$ cat config.mk
export PLATFORM = sky130hd
export DESIGN_NAME = sar_search_ctrl
export DESIGN_NICKNAME = d
export VERILOG_FILES = /design/src/rtl/sar_search_ctrl.sv
export SDC_FILE = /design/constraint.sdc
export NUM_CORES = 1
export LEC_CHECK = 0
export ABC_CLOCK_PERIOD_IN_PS = 3000
export BUFFER_PORTS_ARGS = -buffer_cell sky130_fd_sc_hd__buf_2
export CAP_MARGIN = 20
export CORE_UTILIZATION = 45
export CTS_CLUSTER_SIZE = 10
export DETAILED_ROUTE_END_ITERATION = 8
export GPL_ROUTABILITY_DRIVEN = 0
export GPL_TIMING_DRIVEN = 0
export PLACE_DENSITY_LB_ADDON = 0.25
export SYNTH_ARGS = -nofsm -noshare
export SYNTH_HDL_FRONTEND = slang
export SYNTH_SLANG_ARGS = --single-unit
$ cat constraint.sdc
create_clock -name clk -period 3 [get_ports clk]
set_input_delay 0.3 -clock clk [delete_from_list [all_inputs] [get_ports clk]]
set_output_delay 0.3 -clock clk [all_outputs]
set_load 0.1 [all_outputs]
$ cat src/rtl/sar_search_ctrl.sv
// Successive-approximation search initiator: drives trial values to a magnitude
// comparator's B operand and converges on the target held on operand A.
module sar_search_ctrl #(
  parameter int WIDTH    = 2,
  parameter int CMP_WAIT = 1
) (
  input  logic             clk,
  input  logic             rst,
  input  logic             start,
  input  logic             cmp_eq,
  input  logic             cmp_gt,
  input  logic             cmp_lt,
  output logic [WIDTH-1:0] guess,
  output logic             busy,
  output logic             done,
  output logic             found,
  output logic             err,
  output logic [WIDTH-1:0] result
);

  localparam int              CW       = (CMP_WAIT > 1) ? $clog2(CMP_WAIT) : 1;
  localparam logic [WIDTH-1:0] MAX     = {WIDTH{1'b1}};
  localparam logic [WIDTH-1:0] MID0    = MAX >> 1;
  localparam logic [CW-1:0]    CNT_LOAD = CW'(CMP_WAIT - 1);

  typedef enum logic [1:0] {S_IDLE, S_WAIT, S_FIN} state_t;

  state_t           r_state, w_state_nxt;
  logic [WIDTH-1:0] r_guess, w_guess_nxt;
  logic [WIDTH-1:0] r_lo, w_lo_nxt;
  logic [WIDTH-1:0] r_hi, w_hi_nxt;
  logic [WIDTH-1:0] r_result, w_result_nxt;
  logic [CW-1:0]    r_cnt, w_cnt_nxt;
  logic             r_found, w_found_nxt;
  logic             r_err, w_err_nxt;

  logic             w_onehot;
  logic             w_at_edge;
  logic [WIDTH-1:0] w_lo_upd;
  logic [WIDTH-1:0] w_hi_upd;
  logic [WIDTH:0]   w_sum;

  assign w_onehot  = $onehot({cmp_eq, cmp_gt, cmp_lt});
  // A gt at max or lt at zero has nowhere left to go; caught before lo/hi would wrap.
  assign w_at_edge = (cmp_gt && (r_guess == MAX)) || (cmp_lt && (r_guess == '0));
  assign w_lo_upd  = cmp_gt ? r_guess + WIDTH'(1) : r_lo;
  assign w_hi_upd  = cmp_lt ? r_guess - WIDTH'(1) : r_hi;
  assign w_sum     = {1'b0, w_lo_upd} + {1'b0, w_hi_upd};

  always_comb begin
    // NOTE: every target gets its hold value first, so no path leaves one unassigned (no latch).
    w_state_nxt  = r_state;
    w_guess_nxt  = r_guess;
    w_lo_nxt     = r_lo;
    w_hi_nxt     = r_hi;
    w_result_nxt = r_result;
    w_cnt_nxt    = r_cnt;
    w_found_nxt  = r_found;
    w_err_nxt    = r_err;
    unique case (r_state)
      S_IDLE: begin
        if (start) begin
          w_lo_nxt     = '0;
          w_hi_nxt     = MAX;
          w_guess_nxt  = MID0;
          w_found_nxt  = 1'b0;
          w_err_nxt    = 1'b0;
          w_result_nxt = '0;
          w_cnt_nxt    = CNT_LOAD;
          w_state_nxt  = S_WAIT;
        end
      end
      S_WAIT: begin
        if (r_cnt != '0) begin
          w_cnt_nxt = r_cnt - CW'(1);
        end else if (!w_onehot) begin
          w_err_nxt   = 1'b1;
          w_found_nxt = 1'b0;
          w_state_nxt = S_FIN;
        end else if (cmp_eq) begin
          w_result_nxt = r_guess;
          w_found_nxt  = 1'b1;
          w_state_nxt  = S_FIN;
        end else if (w_at_edge || (w_lo_upd > w_hi_upd)) begin
          w_state_nxt = S_FIN;
        end else begin
          w_lo_nxt    = w_lo_upd;
          w_hi_nxt    = w_hi_upd;
          w_guess_nxt = w_sum[WIDTH:1];
          w_cnt_nxt   = CNT_LOAD;
        end
      end
      S_FIN:   w_state_nxt = S_IDLE;
      default: w_state_nxt = S_IDLE;
    endcase
  end

  always_ff @(posedge clk) begin
    // NOTE: non-blocking assignments so every register samples pre-edge values.
    if (rst) begin
      r_state  <= S_IDLE;
      r_guess  <= '0;
      r_lo     <= '0;
      r_hi     <= MAX;
      r_result <= '0;
      r_cnt    <= '0;
      r_found  <= 1'b0;
      r_err    <= 1'b0;
    end else begin
      r_state  <= w_state_nxt;
      r_guess  <= w_guess_nxt;
      r_lo     <= w_lo_nxt;
      r_hi     <= w_hi_nxt;
      r_result <= w_result_nxt;
      r_cnt    <= w_cnt_nxt;
      r_found  <= w_found_nxt;
      r_err    <= w_err_nxt;
    end
  end

  assign guess  = r_guess;
  assign busy   = (r_state == S_WAIT);
  assign done   = (r_state == S_FIN);
  assign found  = r_found;
  assign err    = r_err;
  assign result = r_result;

endmodule

==> results.txt, run 1 <==
----------------------------------------------------
[Outcome]
  Result of the run ... complete, no violations

[Run]
  Number of max-capacitance violations reported ... 0

[Timing]
  Post-route clock skew ... 2.996 ps
  Achievable frequency ... 0.3809 GHz
  Final setup violation count ... 0
  Total count of max-transition violations in the final report ... 0
  Least-Margin Pin Slew ... 583.9 ps
  Final Hold Fails ... 0
  Post-route setup TNS ... 0 ps
  Tightest slew margin relative to the limit ... 60.99%
  Final period util ... 87.51%
  Minimum clock period after layout ... 2625 ps
  Setup repair after global routing missed its margin ... no

[Placement]
  Number of I/O port buffers ... 13
  Total half-perimeter wirelength after legalization and detailed placement ... 1292 um
  Number of placed instances, taps included ... 126
  Standard cell area after detailed placement ... about 920 um2

[Logic synthesis]
  Net count after synthesis ... 102
  Top flip-flop cell by instance count after synthesis ... sky130_fd_sc_hd__dfxtp_1
  Number of distinct standard cells referenced by the synthesized netlist ... 35
  Syn avg cell area ... 9.356 um2
  Synthesis Warnings ... 0
  Flip-flop and latch count after synthesis ... 12
  Synthesized instance count ... 88
  Post-synth design cell area ... 823.3 um2
  Fraction of the yosys area taken by sequential cells ... 29.18%
  Fraction of registers with async set or reset after synthesis ... 0%
  Number of enable flip-flop cells after synthesis ... 0

[Worst setup path]
  Data arrival time of the critical path ... 2810 ps
  Cell depth of the worst flop-to-flop path ... 8
  Endpoint kind of the worst setup timing path ... flip-flop
  Req. time, crit path ... 3190 ps
  WP buf/inv ... 2
  Crit path max-delay family ... adder cells
  Cells traversed along the worst timing path ... inv_1, ha_1, mux2_2, ha_1, or2_2, a2111o_1, buf_6, a221oi_2
  Capture instance of the worst register-to-register path ... guess[0]$_SDFFE_PP0P_
  Setup slack on the worst flop-to-flop path ... 370 ps
  Start of the worst register-to-register path ... guess[0]$_SDFFE_PP0P_
  CP max FO ... 8
  Crit-path most repeated cell ... sky130_fd_sc_hd__ha_1
  Critical setup path kind ... reg2reg
  Cell type of the slowest stage on the worst timing path ... sky130_fd_sc_hd__a2111o_1
  Element type at the critical path start ... flip-flop
  Longest individual stage delay on the worst path ... 420 ps

[Power and ir drop]
  Power share of the clock group ... 31.5%
  Logic pwr share ... between 20 and 30%
  Total power divided by cell area ... 431.7 mW/mm2
  Net switching share of the total power ... 33.54%
  Peak VDD IR ... between 0.2 and 0.25 mV
  Share of power burned in registers ... 40.7%
  Internal portion of total power ... 275.0 uW
  Switching power total ... approximately 140 uW
  Reported leakage power ... around 0.45 nW

[Floorplan]
  Row cnt ... 15
  Chip height ... 44.78 um
  Core outline area ... 0.001727 mm2
  Initial core utilization ... 47.68%
  I/O pin count ... 14
  Die width ... 44.78 um
  Die Outline Area ... between 0.002 and 0.0025 mm2

[Layout]
  N_diodes ... 0
  Post-route cell area ... roughly 960 um2
  Non-filler instance count after layout ... 130
  Fraction of final layout cells sized beyond drive strength 1 ... 27.62%
  Layout Nets ... 120
  Utilization after layout ... a little under three fifths
  Area growth from synthesis to final layout ... 16.41%

[Route]
  Wire length per cell after detailed routing ... 12.84 um
  Total number of vias ... a little under 700
  Detailed Routing Iterations Pass 1 ... 5
  Drt drc ... 0
  Final Routed Wirelength ... 1669 um
  Remaining antenna violation count ... 0
  Detailed Route Iter0 Violations ... 10
  Post-DR vias/cell ... between 5 and 6

[CTS]
  CTS tree ... yes
  Clock sinks ... 12
  Worst-skew pair later-pin latency ... 270 ps
  Number of resized instances in the post-cts repair step ... 0
  Count of hold buffers inserted by post-cts repair ... 0
  Htree depth ... 1
  Setup Fix Bufs, Post-CTS ... 0
  Bufs on Longest Clock Path ... 2
  Clock Tree Root ... sky130_fd_sc_hd__clkbuf_4
  TritonCTS Buffers ... 3
  CTS clock-pin slew for the worst setup and hold paths ... around 80 ps

[GRT]
  Vias in the first global route ... between 600 and 700
  Total track usage ... 19.31%
  Pin count of the biggest net entering global routing ... 11
  Overflow left after global routing ... 0
  Global-route wire length before repair ... about 2800 um
  Initial antenna violation count ... 0

[Min path]
  Hold Path Class ... in2reg
  Hold Path Sink ... result[1]$_SDFFE_PP0P_
  Start point of the worst hold path ... rst
  Hold Path Depth ... 3

----------------------------------------------------
-- worst max path at each step --
stage / slack (ps) / depth (start not counted) / to / from
2_1_floorplan: 80 / 8 / guess[0]$_SDFFE_PP0P_ / guess[0]$_SDFFE_PP0P_
3_3_place_gp: 420 / 8 / guess[0]$_SDFFE_PP0P_ / guess[0]$_SDFFE_PP0P_
3_5_place_dp: 390 / 8 / guess[0]$_SDFFE_PP0P_ / guess[0]$_SDFFE_PP0P_
4_1_cts: 370 / 8 / guess[0]$_SDFFE_PP0P_ / guess[0]$_SDFFE_PP0P_
5_1_grt: 240 / 8 / guess[0]$_SDFFE_PP0P_ / guess[0]$_SDFFE_PP0P_
6_report: 370 / 8 / guess[0]$_SDFFE_PP0P_ / guess[0]$_SDFFE_PP0P_
-- placed cells by master (no fill, tap or decap), drive strengths merged, types with 2 or more instances in the layout --
cell and instances:
clkbuf 6, dfxtp 12, or3 3, a21oi 4, or3b 2, nor2 2, nand2b 4, nor3 3
and2 2, fa 2, nand3b 3, ha 6, o21a 2, nor2b 4, buf 14, or2 3
nand2 3, mux2i 7, nor3b 2, inv 8
-- per-stage QoR --
step	setup WS, ps	total power [mW]	hold WS (ps)
floorplan	80.48	0.2629	461.7
global placement	422.5	0.2848	445.6
detailed placement	394.0	0.2871	451.3
CTS	370.3	0.4189	370.8
global route	241.4	0.4416	380.7
finish	374.6	0.4137	377.1
-- cell type report --
| type | instances | area [um2] |
|---|---|---|
| flip-flops and latches | 12 | 242.7 |
| plain buffers | 3 | 18.77 |
| repair buffers | 13 | 65.06 |
| clock buffers | 4 | 36.28 |
| inverters | 8 | 30.03 |
| multi-input cells | 65 | 534.3 |
| fillers | 173 | 768.2 |
| well taps | 25 | 31.28 |
-- per-layer routing --
| layer | part of all wire, % | wire length, um | up-vias | global-route usage [%] |
|---|---|---|---|---|
| met5 | 0 | 0 | - | 0 |
| met4 | 0.72 | 12 | 0 | 3.636 |
| met3 | 4.1 | 68 | 2 | 4.800 |
| met2 | 52 | 869 | 13 | 32.94 |
| met1 | 43 | 719 | 321 | 24.88 |
| li1 | - | - | 340 | - |
-- cell usage after synthesis (all sizes together), types with 2 or more instances --
master  count  share of area, %
fa          2               4.9
or3         3               2.3
or2         3               2.3
nor3b       2               1.8
and2        2               1.5
nor2        2              0.91
nand2b      4               4.0
nand2       3               1.4
nand3b      3               2.7
a21oi       4               2.4
mux2i       7               8.5
ha          6               9.1
dfxtp      12                29
or3b        2               2.1
nor3        3               1.8
o21a        2               1.8
clkbuf      2              0.91
inv         8               3.6
nor2b       4               3.0
-- cells by family (layout without fill, tap and decap cells) --
logic type | count (synthesis) | count (layout) | share of synthesized area, %
muxes | 8 | 8 | 9.879
adders and majority gates | 8 | 8 | 13.98
DFF | 12 | 12 | 29.18
buffers and inverters | 11 | 28 | 5.927
and+or+nand+nor | 33 | 33 | 25.84
AOI/OAI and AO/OA | 16 | 16 | 15.20
-- flip-flops by register name, indices dropped and copies added (netlist names) --
| name | flops |
|---|---|
| r_lo | 2 |
| err | 1 |
| r_hi | 2 |
| guess | 2 |
| result | 2 |
| r_state | 2 |
| found | 1 |
-- power by group through the flow --
| stage | Clock, mW | Combinational (mW) | Sequential (mW) |
|---|---|---|---|
| after global routing | 0.146 | 0.126 | 0.169 |
| after floorplan | 0 | 0.0660 | 0.197 |
| after detailed placement | 0 | 0.115 | 0.172 |
| after CTS | 0.135 | 0.116 | 0.169 |
| after global placement | 0 | 0.113 | 0.172 |
| final | 0.130 | 0.115 | 0.168 |
-- worst register-to-register path, delay by kind of cell, from the launching register on --
family          cells  cell delay, ps
buf+inv             2             240
mux                 1             320
fa+ha+maj           2             640
compound gates      2             640
simple gates        1             310
flops               1             380
Note: power is estimated with default switching activity, not from simulation.
==> run 2, diff against run 1 <==
--- a/config.mk
+++ b/config.mk
@@ -6,11 +6,11 @@
 export NUM_CORES = 1
 export LEC_CHECK = 0
 export ABC_CLOCK_PERIOD_IN_PS = 3000
-export BUFFER_PORTS_ARGS = -buffer_cell sky130_fd_sc_hd__buf_2
 export CAP_MARGIN = 20
 export CORE_UTILIZATION = 45
 export CTS_CLUSTER_SIZE = 10
 export DETAILED_ROUTE_END_ITERATION = 8
+export DONT_BUFFER_PORTS = 1
 export GPL_ROUTABILITY_DRIVEN = 0
 export GPL_TIMING_DRIVEN = 0
 export PLACE_DENSITY_LB_ADDON = 0.25
==> run 2 against run 1 <==
  * Core utilization fell by 3.3 points
  * Critical path depth unchanged
  * Register-to-register slack worse by 250 ps
  * Final cell count shrank 10%
  * Worst setup slack worse by 250 ps
  * Largest cell class unchanged
  * Highest routed layer unchanged
==> results.txt, run 2 (synthesized netlist as in run 1, its figures left out) <==
----------------------------------------------------
[Worst setup path]
  Element type at the critical path start ... flip-flop
  Longest individual stage delay on the worst path ... 560 ps (+140 ps)
  Cell type of the slowest stage on the worst timing path ... sky130_fd_sc_hd__dfxtp_4
  Endpoint kind of the worst setup timing path ... flip-flop
  Start of the worst register-to-register path ... guess[0]$_SDFFE_PP0P_
  Cells traversed along the worst timing path ... inv_1, ha_1, mux2_2, ha_1, or2_2, a2111o_1, buf_6, a221oi_2
  Cell depth of the worst flop-to-flop path ... 8 (unchanged)
  Setup slack on the worst flop-to-flop path ... 120 ps (-250 ps)
  WP buf/inv ... 2 (unchanged)
  Critical setup path kind ... reg2reg
  Req. time, crit path ... 3190 ps (about the same)
  Crit-path most repeated cell ... sky130_fd_sc_hd__ha_1
  Crit path max-delay family ... adder cells
  Capture instance of the worst register-to-register path ... guess[0]$_SDFFE_PP0P_
  Data arrival time of the critical path ... 3070 ps (+260 ps)
  CP max FO ... 8 (unchanged)

[Floorplan]
  Die Outline Area ... 0.002005 mm2 (unchanged)
  Initial core utilization ... 47.68% (unchanged)
  Die width ... 44.78 um (unchanged)
  Row cnt ... 15 (unchanged)
  Chip height ... 44.78 um (unchanged)
  I/O pin count ... 14 (unchanged)
  Core outline area ... 0.001727 mm2 (unchanged)

[CTS]
  Clock Tree Root ... sky130_fd_sc_hd__clkbuf_4
  Htree depth ... 1 (unchanged)
  Setup Fix Bufs, Post-CTS ... 0 (unchanged)
  Worst-skew pair later-pin latency ... 280 ps (about the same)
  CTS tree ... yes
  TritonCTS Buffers ... 3 (unchanged)
  CTS clock-pin slew for the worst setup and hold paths ... 80 ps (about the same)
  Clock sinks ... 12 (unchanged)
  Bufs on Longest Clock Path ... 2 (unchanged)

[GRT]
  Initial antenna violation count ... 0 (unchanged)
  Pin count of the biggest net entering global routing ... 11 (unchanged)
  Overflow left after global routing ... 0 (unchanged)
  Vias in the first global route ... 623 (-0.32%)
  Total track usage ... 19.41% (+0.10 points)
  Global-route wire length before repair ... 2739 um (-1.5%)

[Power and ir drop]
  Reported leakage power ... 0.3864 nW (-14%)
  Share of power burned in registers ... 47.8% (+7.1 points)
  Internal portion of total power ... 268.8 uW (-2.2%)
  Net switching share of the total power ... 33.53% (about the same)
  Peak VDD IR ... 0.3233 mV (+30%)
  Switching power total ... 135.6 uW (-2.3%)
  Power share of the clock group ... 32.7% (+1.2 points)
  Total power divided by cell area ... 448.9 mW/mm2 (+4.0%)
  Logic pwr share ... 19.4% (-8.4 points)
  Total power ... 404.4 uW (-2.3%)

[Min path]
  Hold Path Class ... in2reg
  Hold Path Depth ... 2 (-1)
  Start point of the worst hold path ... rst
  Hold Path Sink ... guess[1]$_SDFFE_PP0P_

[Layout]
  Sequential cell area ... 247.7 um2 (+2.1%)
  Most common cell after layout, fill and taps aside ... sky130_fd_sc_hd__dfxtp_1
  Area of the multi-input gates ... 536.8 um2 (+0.47%)
  Filler Cell Count ... 176 (+1.7%)
  Post-route cell area ... 900.9 um2 (-6.0%)
  Commonest non-fill, non-tap cells in the layout ... sky130_fd_sc_hd__dfxtp_1 (10), sky130_fd_sc_hd__inv_1 (8), sky130_fd_sc_hd__mux2i_1 (7)
  Fraction of final layout cells sized beyond drive strength 1 ... 18.48% (-9.1 points)
  N_diodes ... 0 (unchanged)
  Layout Nets ... 107 (-11%)
  Area growth from synthesis to final layout ... 9.422%

[Route]
  Detailed Route Iter0 Violations ... 12 (+2)
  Top routing layer in use ... met4
  Final Routed Wirelength ... 1634 um (-2.1%)
  Total number of vias ... 627 (-7.2%)
  Wire length per cell after detailed routing ... 13.97 um (+8.8%)
  Post-DR vias/cell ... 5.359 (+3.1%)
  Detailed Routing Iterations Pass 1 ... 4 (-1)
  Routed metal-1 wire length ... 745 um (+3.6%)
  Sum of met2 wire segment lengths after detailed routing ... 776 um (-11%)
  Remaining antenna violation count ... 0 (unchanged)
  Wire length on met3 ... 95 um (+40%)
  Drt drc ... 0 (unchanged)

[Run]
  Number of max-capacitance violations reported ... 0 (unchanged)

[Timing]
  Setup WS post-layout ... 123.0 ps (-251.6 ps)
  Final Hold Fails ... 0 (unchanged)
  Achievable frequency ... 0.3476 GHz (-8.7%)
  Post-route clock skew ... 5.096 ps (+2.100 ps)
  Post-route setup TNS ... 0 ps (unchanged)
  Tightest slew margin relative to the limit ... 29.65% (-31 points)
  Worst slack on hold paths ... 211.3 ps (-165.8 ps)
  Final period util ... 95.90% (+8.4 points)
  Total count of max-transition violations in the final report ... 0 (unchanged)
  Least-Margin Pin Slew ... 1051 ps (+466.7 ps)
  Final setup violation count ... 0 (unchanged)
  Minimum clock period after layout ... 2877 ps (+251.6 ps)
  Setup repair after global routing missed its margin ... no

[Placement]
  Post-placement setup slack ... -62.90 ps (-456.9 ps)
  Total half-perimeter wirelength after legalization and detailed placement ... 1250 um (-3.2%)
  Standard cell area after detailed placement ... 859.6 um2 (-6.8%)
  Number of I/O port buffers ... 0 (-13)

[Outcome]
  Result of the run ... complete, no violations

----------------------------------------------------
[run 2: area by class of cell]
class	count	area share, %
multi-input cells	65	59.58
flip-flops and latches	12	27.50
clock buffers	4	4.028
well taps	25	3.472
inverters	8	3.333
plain buffers	3	2.083
[run 2: how the worst max path moves through the flow]
stage	to	slack [ps]	cells past startpoint	start
6_report	guess[0]$_SDFFE_PP0P_	120	8	guess[0]$_SDFFE_PP0P_
3_5_place_dp	guess[0]$_SDFFE_PP0P_	-60	8	guess[0]$_SDFFE_PP0P_
2_1_floorplan	guess[0]$_SDFFE_PP0P_	80	8	guess[0]$_SDFFE_PP0P_
4_1_cts	guess[0]$_SDFFE_PP0P_	9	8	guess[1]$_SDFFE_PP0P_
3_3_place_gp	guess[0]$_SDFFE_PP0P_	-40	8	guess[0]$_SDFFE_PP0P_
5_1_grt	guess[0]$_SDFFE_PP0P_	1	8	guess[0]$_SDFFE_PP0P_
[run 2: what timing repair did]
action,CTS,global route
endpoints found under the setup margin,4,7
gates resized for setup,1,1
hold buffers,0,0
[run 2: through the flow]
stage,instances,util (%)
2_1_floorplan,88,-
3_3_place_gp,113,49.64
3_5_place_dp,113,49.78
4_1_cts,117,52.03
5_1_grt,117,52.17
6_report,117,52.17
[run 2: power groups by stage]
stage               Clock [mW]  Sequential, mW  Combinational (mW)
finish                   0.132           0.193              0.0786
global route             0.144           0.194              0.0880
CTS                      0.137           0.194              0.0793
detailed placement           0           0.198              0.0786
global placement             0           0.198              0.0763
floorplan                    0           0.197              0.0660
[run 2: layer usage]
layer / vias up / track usage, %
met5: - / 0
met4: 0 / 5.455
met3: 2 / 7.200
met2: 14 / 32.06
met1: 299 / 23.70
li1: 312 / -
==> run 3, diff against run 2 <==
--- a/config.mk
+++ b/config.mk
@@ -7,7 +7,7 @@
 export LEC_CHECK = 0
 export ABC_CLOCK_PERIOD_IN_PS = 3000
 export CAP_MARGIN = 20
-export CORE_UTILIZATION = 45
+export CORE_UTILIZATION = 60
 export CTS_CLUSTER_SIZE = 10
 export DETAILED_ROUTE_END_ITERATION = 8
 export DONT_BUFFER_PORTS = 1
==> run 3 against run 2 <==
  * Total power shrank 0.41%
  * Routed wire length rose by 1.8%
  * Non-clock buffer count unchanged
  * Core utilization is 23 points higher
  * Critical endpoint unchanged
==> results.txt, run 3 (synthesized netlist as in run 1, its figures left out) <==
----------------------------------------------------
[Route]
  Sum of met2 wire segment lengths after detailed routing ... 829 um (+6.8%)
  Routed metal-1 wire length ... 768 um (+3.1%)
  Wire length per cell after detailed routing ... 15.70 um (+12%)
  Total number of vias ... 623 (-0.64%)
  Remaining antenna violation count ... 0 (unchanged)
  Drt drc ... 0 (unchanged)
  Final Routed Wirelength ... 1664 um (+1.8%)
  Detailed Route Iter0 Violations ... 28 (+16)
  Detailed Routing Iterations Pass 1 ... 4 (unchanged)
  Post-DR vias/cell ... 5.877 (+9.7%)
  Wire length on met3 ... 65 um (-32%)
  Top routing layer in use ... met3

[Timing]
  Tightest slew margin relative to the limit ... 29.37% (-0.28 points)
  Worst slack on hold paths ... 214.0 ps (+2.693 ps)
  Final Hold Fails ... 0 (unchanged)
  Achievable frequency ... 0.3545 GHz (+2.0%)
  Final period util ... 94.03% (-1.9 points)
  Minimum clock period after layout ... 2821 ps (-56.06 ps)
  Total count of max-transition violations in the final report ... 0 (unchanged)
  Least-Margin Pin Slew ... 1055 ps (+4.152 ps)
  Post-route clock skew ... 5.852 ps (+0.7561 ps)
  Setup repair after global routing missed its margin ... no
  Final setup violation count ... 0 (unchanged)

[Placement]
  Number of placed instances, taps included ... 102 (-9.7%)
  Total half-perimeter wirelength after legalization and detailed placement ... 1151 um (-7.9%)
  Number of I/O port buffers ... 0 (unchanged)

[CTS]
  Htree depth ... 1 (unchanged)
  Count of hold buffers inserted by post-cts repair ... 0 (unchanged)
  TritonCTS Buffers ... 3 (unchanged)
  Clock Tree Root ... sky130_fd_sc_hd__clkbuf_4
  Clock sinks ... 12 (unchanged)
  CTS tree ... yes
  Setup Fix Bufs, Post-CTS ... 0 (unchanged)
  CTS clock-pin slew for the worst setup and hold paths ... 80 ps (about the same)
  Worst-skew pair later-pin latency ... 270 ps (about the same)
  Bufs on Longest Clock Path ... 2 (unchanged)

[Floorplan]
  Chip height ... 39.04 um (-13%)
  Row cnt ... 12 (-3)
  Die Outline Area ... 0.001524 mm2 (-24%)
  I/O pin count ... 14 (unchanged)
  Core outline area ... 0.001186 mm2 (-31%)
  Die width ... 39.04 um (-13%)
  Initial core utilization ... 69.41% (+22 points)

[Worst setup path]
  Endpoint kind of the worst setup timing path ... flip-flop
  Crit-path most repeated cell ... sky130_fd_sc_hd__ha_1
  Critical setup path kind ... reg2reg
  Element type at the critical path start ... flip-flop
  CP startpoint ... guess[0]$_SDFFE_PP0P_
  Data arrival time of the critical path ... 3010 ps (-60 ps)
  Setup slack on the worst flop-to-flop path ... 180 ps (+60 ps)
  WP buf/inv ... 2 (unchanged)
  Cells traversed along the worst timing path ... inv_2, ha_1, mux2_2, ha_1, or2_2, a2111o_1, buf_6, a221oi_2
  Req. time, crit path ... 3190 ps (about the same)
  CP max FO ... 8 (unchanged)
  Start of the worst register-to-register path ... guess[0]$_SDFFE_PP0P_
  Longest individual stage delay on the worst path ... 570 ps (about the same)
  Crit path max-delay family ... adder cells
  Cell type of the slowest stage on the worst timing path ... sky130_fd_sc_hd__dfxtp_4

[Min path]
  Start point of the worst hold path ... rst
  Hold Path Class ... in2reg

[GRT]
  Vias in the first global route ... 540 (-13%)
  Pin count of the biggest net entering global routing ... 11 (unchanged)
  Total track usage ... 23.98% (+4.6 points)
  Overflow left after global routing ... 0 (unchanged)
  Initial antenna violation count ... 0 (unchanged)
  Global-route wire length before repair ... 2401 um (-12%)

[Layout]
  Filler Cell Count ... 98 (-44%)
  Commonest non-fill, non-tap cells in the layout ... sky130_fd_sc_hd__dfxtp_1 (10), sky130_fd_sc_hd__inv_1 (7), sky130_fd_sc_hd__mux2i_1 (7)
  Most common cell after layout, fill and taps aside ... sky130_fd_sc_hd__dfxtp_1
  Layout Nets ... 107 (unchanged)
  Fraction of final layout cells sized beyond drive strength 1 ... 19.57% (+1.1 points)
  Utilization after layout ... 74.79% (+23 points)
  Non-filler instance count after layout ... 106 (-9.4%)
  N_diodes ... 0 (unchanged)
  Area growth from synthesis to final layout ... 7.751%

[Power and ir drop]
  Peak VDD IR ... 0.3430 mV (+6.1%)
  Reported leakage power ... 0.3860 nW (-0.11%)
  Total power divided by cell area ... 454.0 mW/mm2 (+1.1%)

[Run]
  Number of max-capacitance violations reported ... 0 (unchanged)

[Outcome]
  Result of the run ... complete, no violations

----------------------------------------------------
run 3: cell counts in the layout (fill, tap and decap cells not counted):
No cell type changed its count.
run 3: area by class of cell:
cell class / instances / area (um2) / area share, %
inverter: 8 / 30.03 / 3.385
multi-input combinational: 65 / 536.8 / 60.51
tap: 14 / 17.52 / 1.975
buffer: 3 / 18.77 / 2.116
sequential: 12 / 247.7 / 27.93
clock buffer: 4 / 36.28 / 4.090
run 3: repair_timing:
| action | in CTS | in global routing |
|---|---|---|
| gates resized for setup | 1 | 2 |
| hold endpoints to repair | 0 | 0 |
| setup endpoints to repair | 2 | 8 |
run 3: path summary, 6_finish.rpt:
kind	endpoint	cells past startpoint
worst max-delay path	guess[0]$_SDFFE_PP0P_	8
worst min register to register	r_lo[0]$_SDFFE_PP0P_	2
worst min-delay path	guess[1]$_SDFFE_PP0P_	2
worst max register to register	guess[0]$_SDFFE_PP0P_	8
run 3: stage by stage:
step	setup slack, ps	TNS [ps]	total power [mW]	cell area, um2
CTS	19.77	0	0.4057	884.6
global placement	-25.94	-25.94	0.2736	843.3
detailed placement	-41.87	-41.87	0.2759	845.8
global route	51.94	0	0.4214	887.1
floorplan	80.48	0	0.2629	825.8
finish	179.1	0	0.4027	887.1
run 3: where the power goes:
group	internal [mW]	switching [mW]
combinational	0.0317	0.0485
sequential	0.163	0.0302
clock	0.0738	0.0550
run 3: routing by layer:
layer / up-vias / GRT usage (%)
met1: 294 / 30.88
met4: 0 / 2.586
met2: 17 / 38.75
met3: 0 / 9.249
li1: 312 / -
met5: - / 0
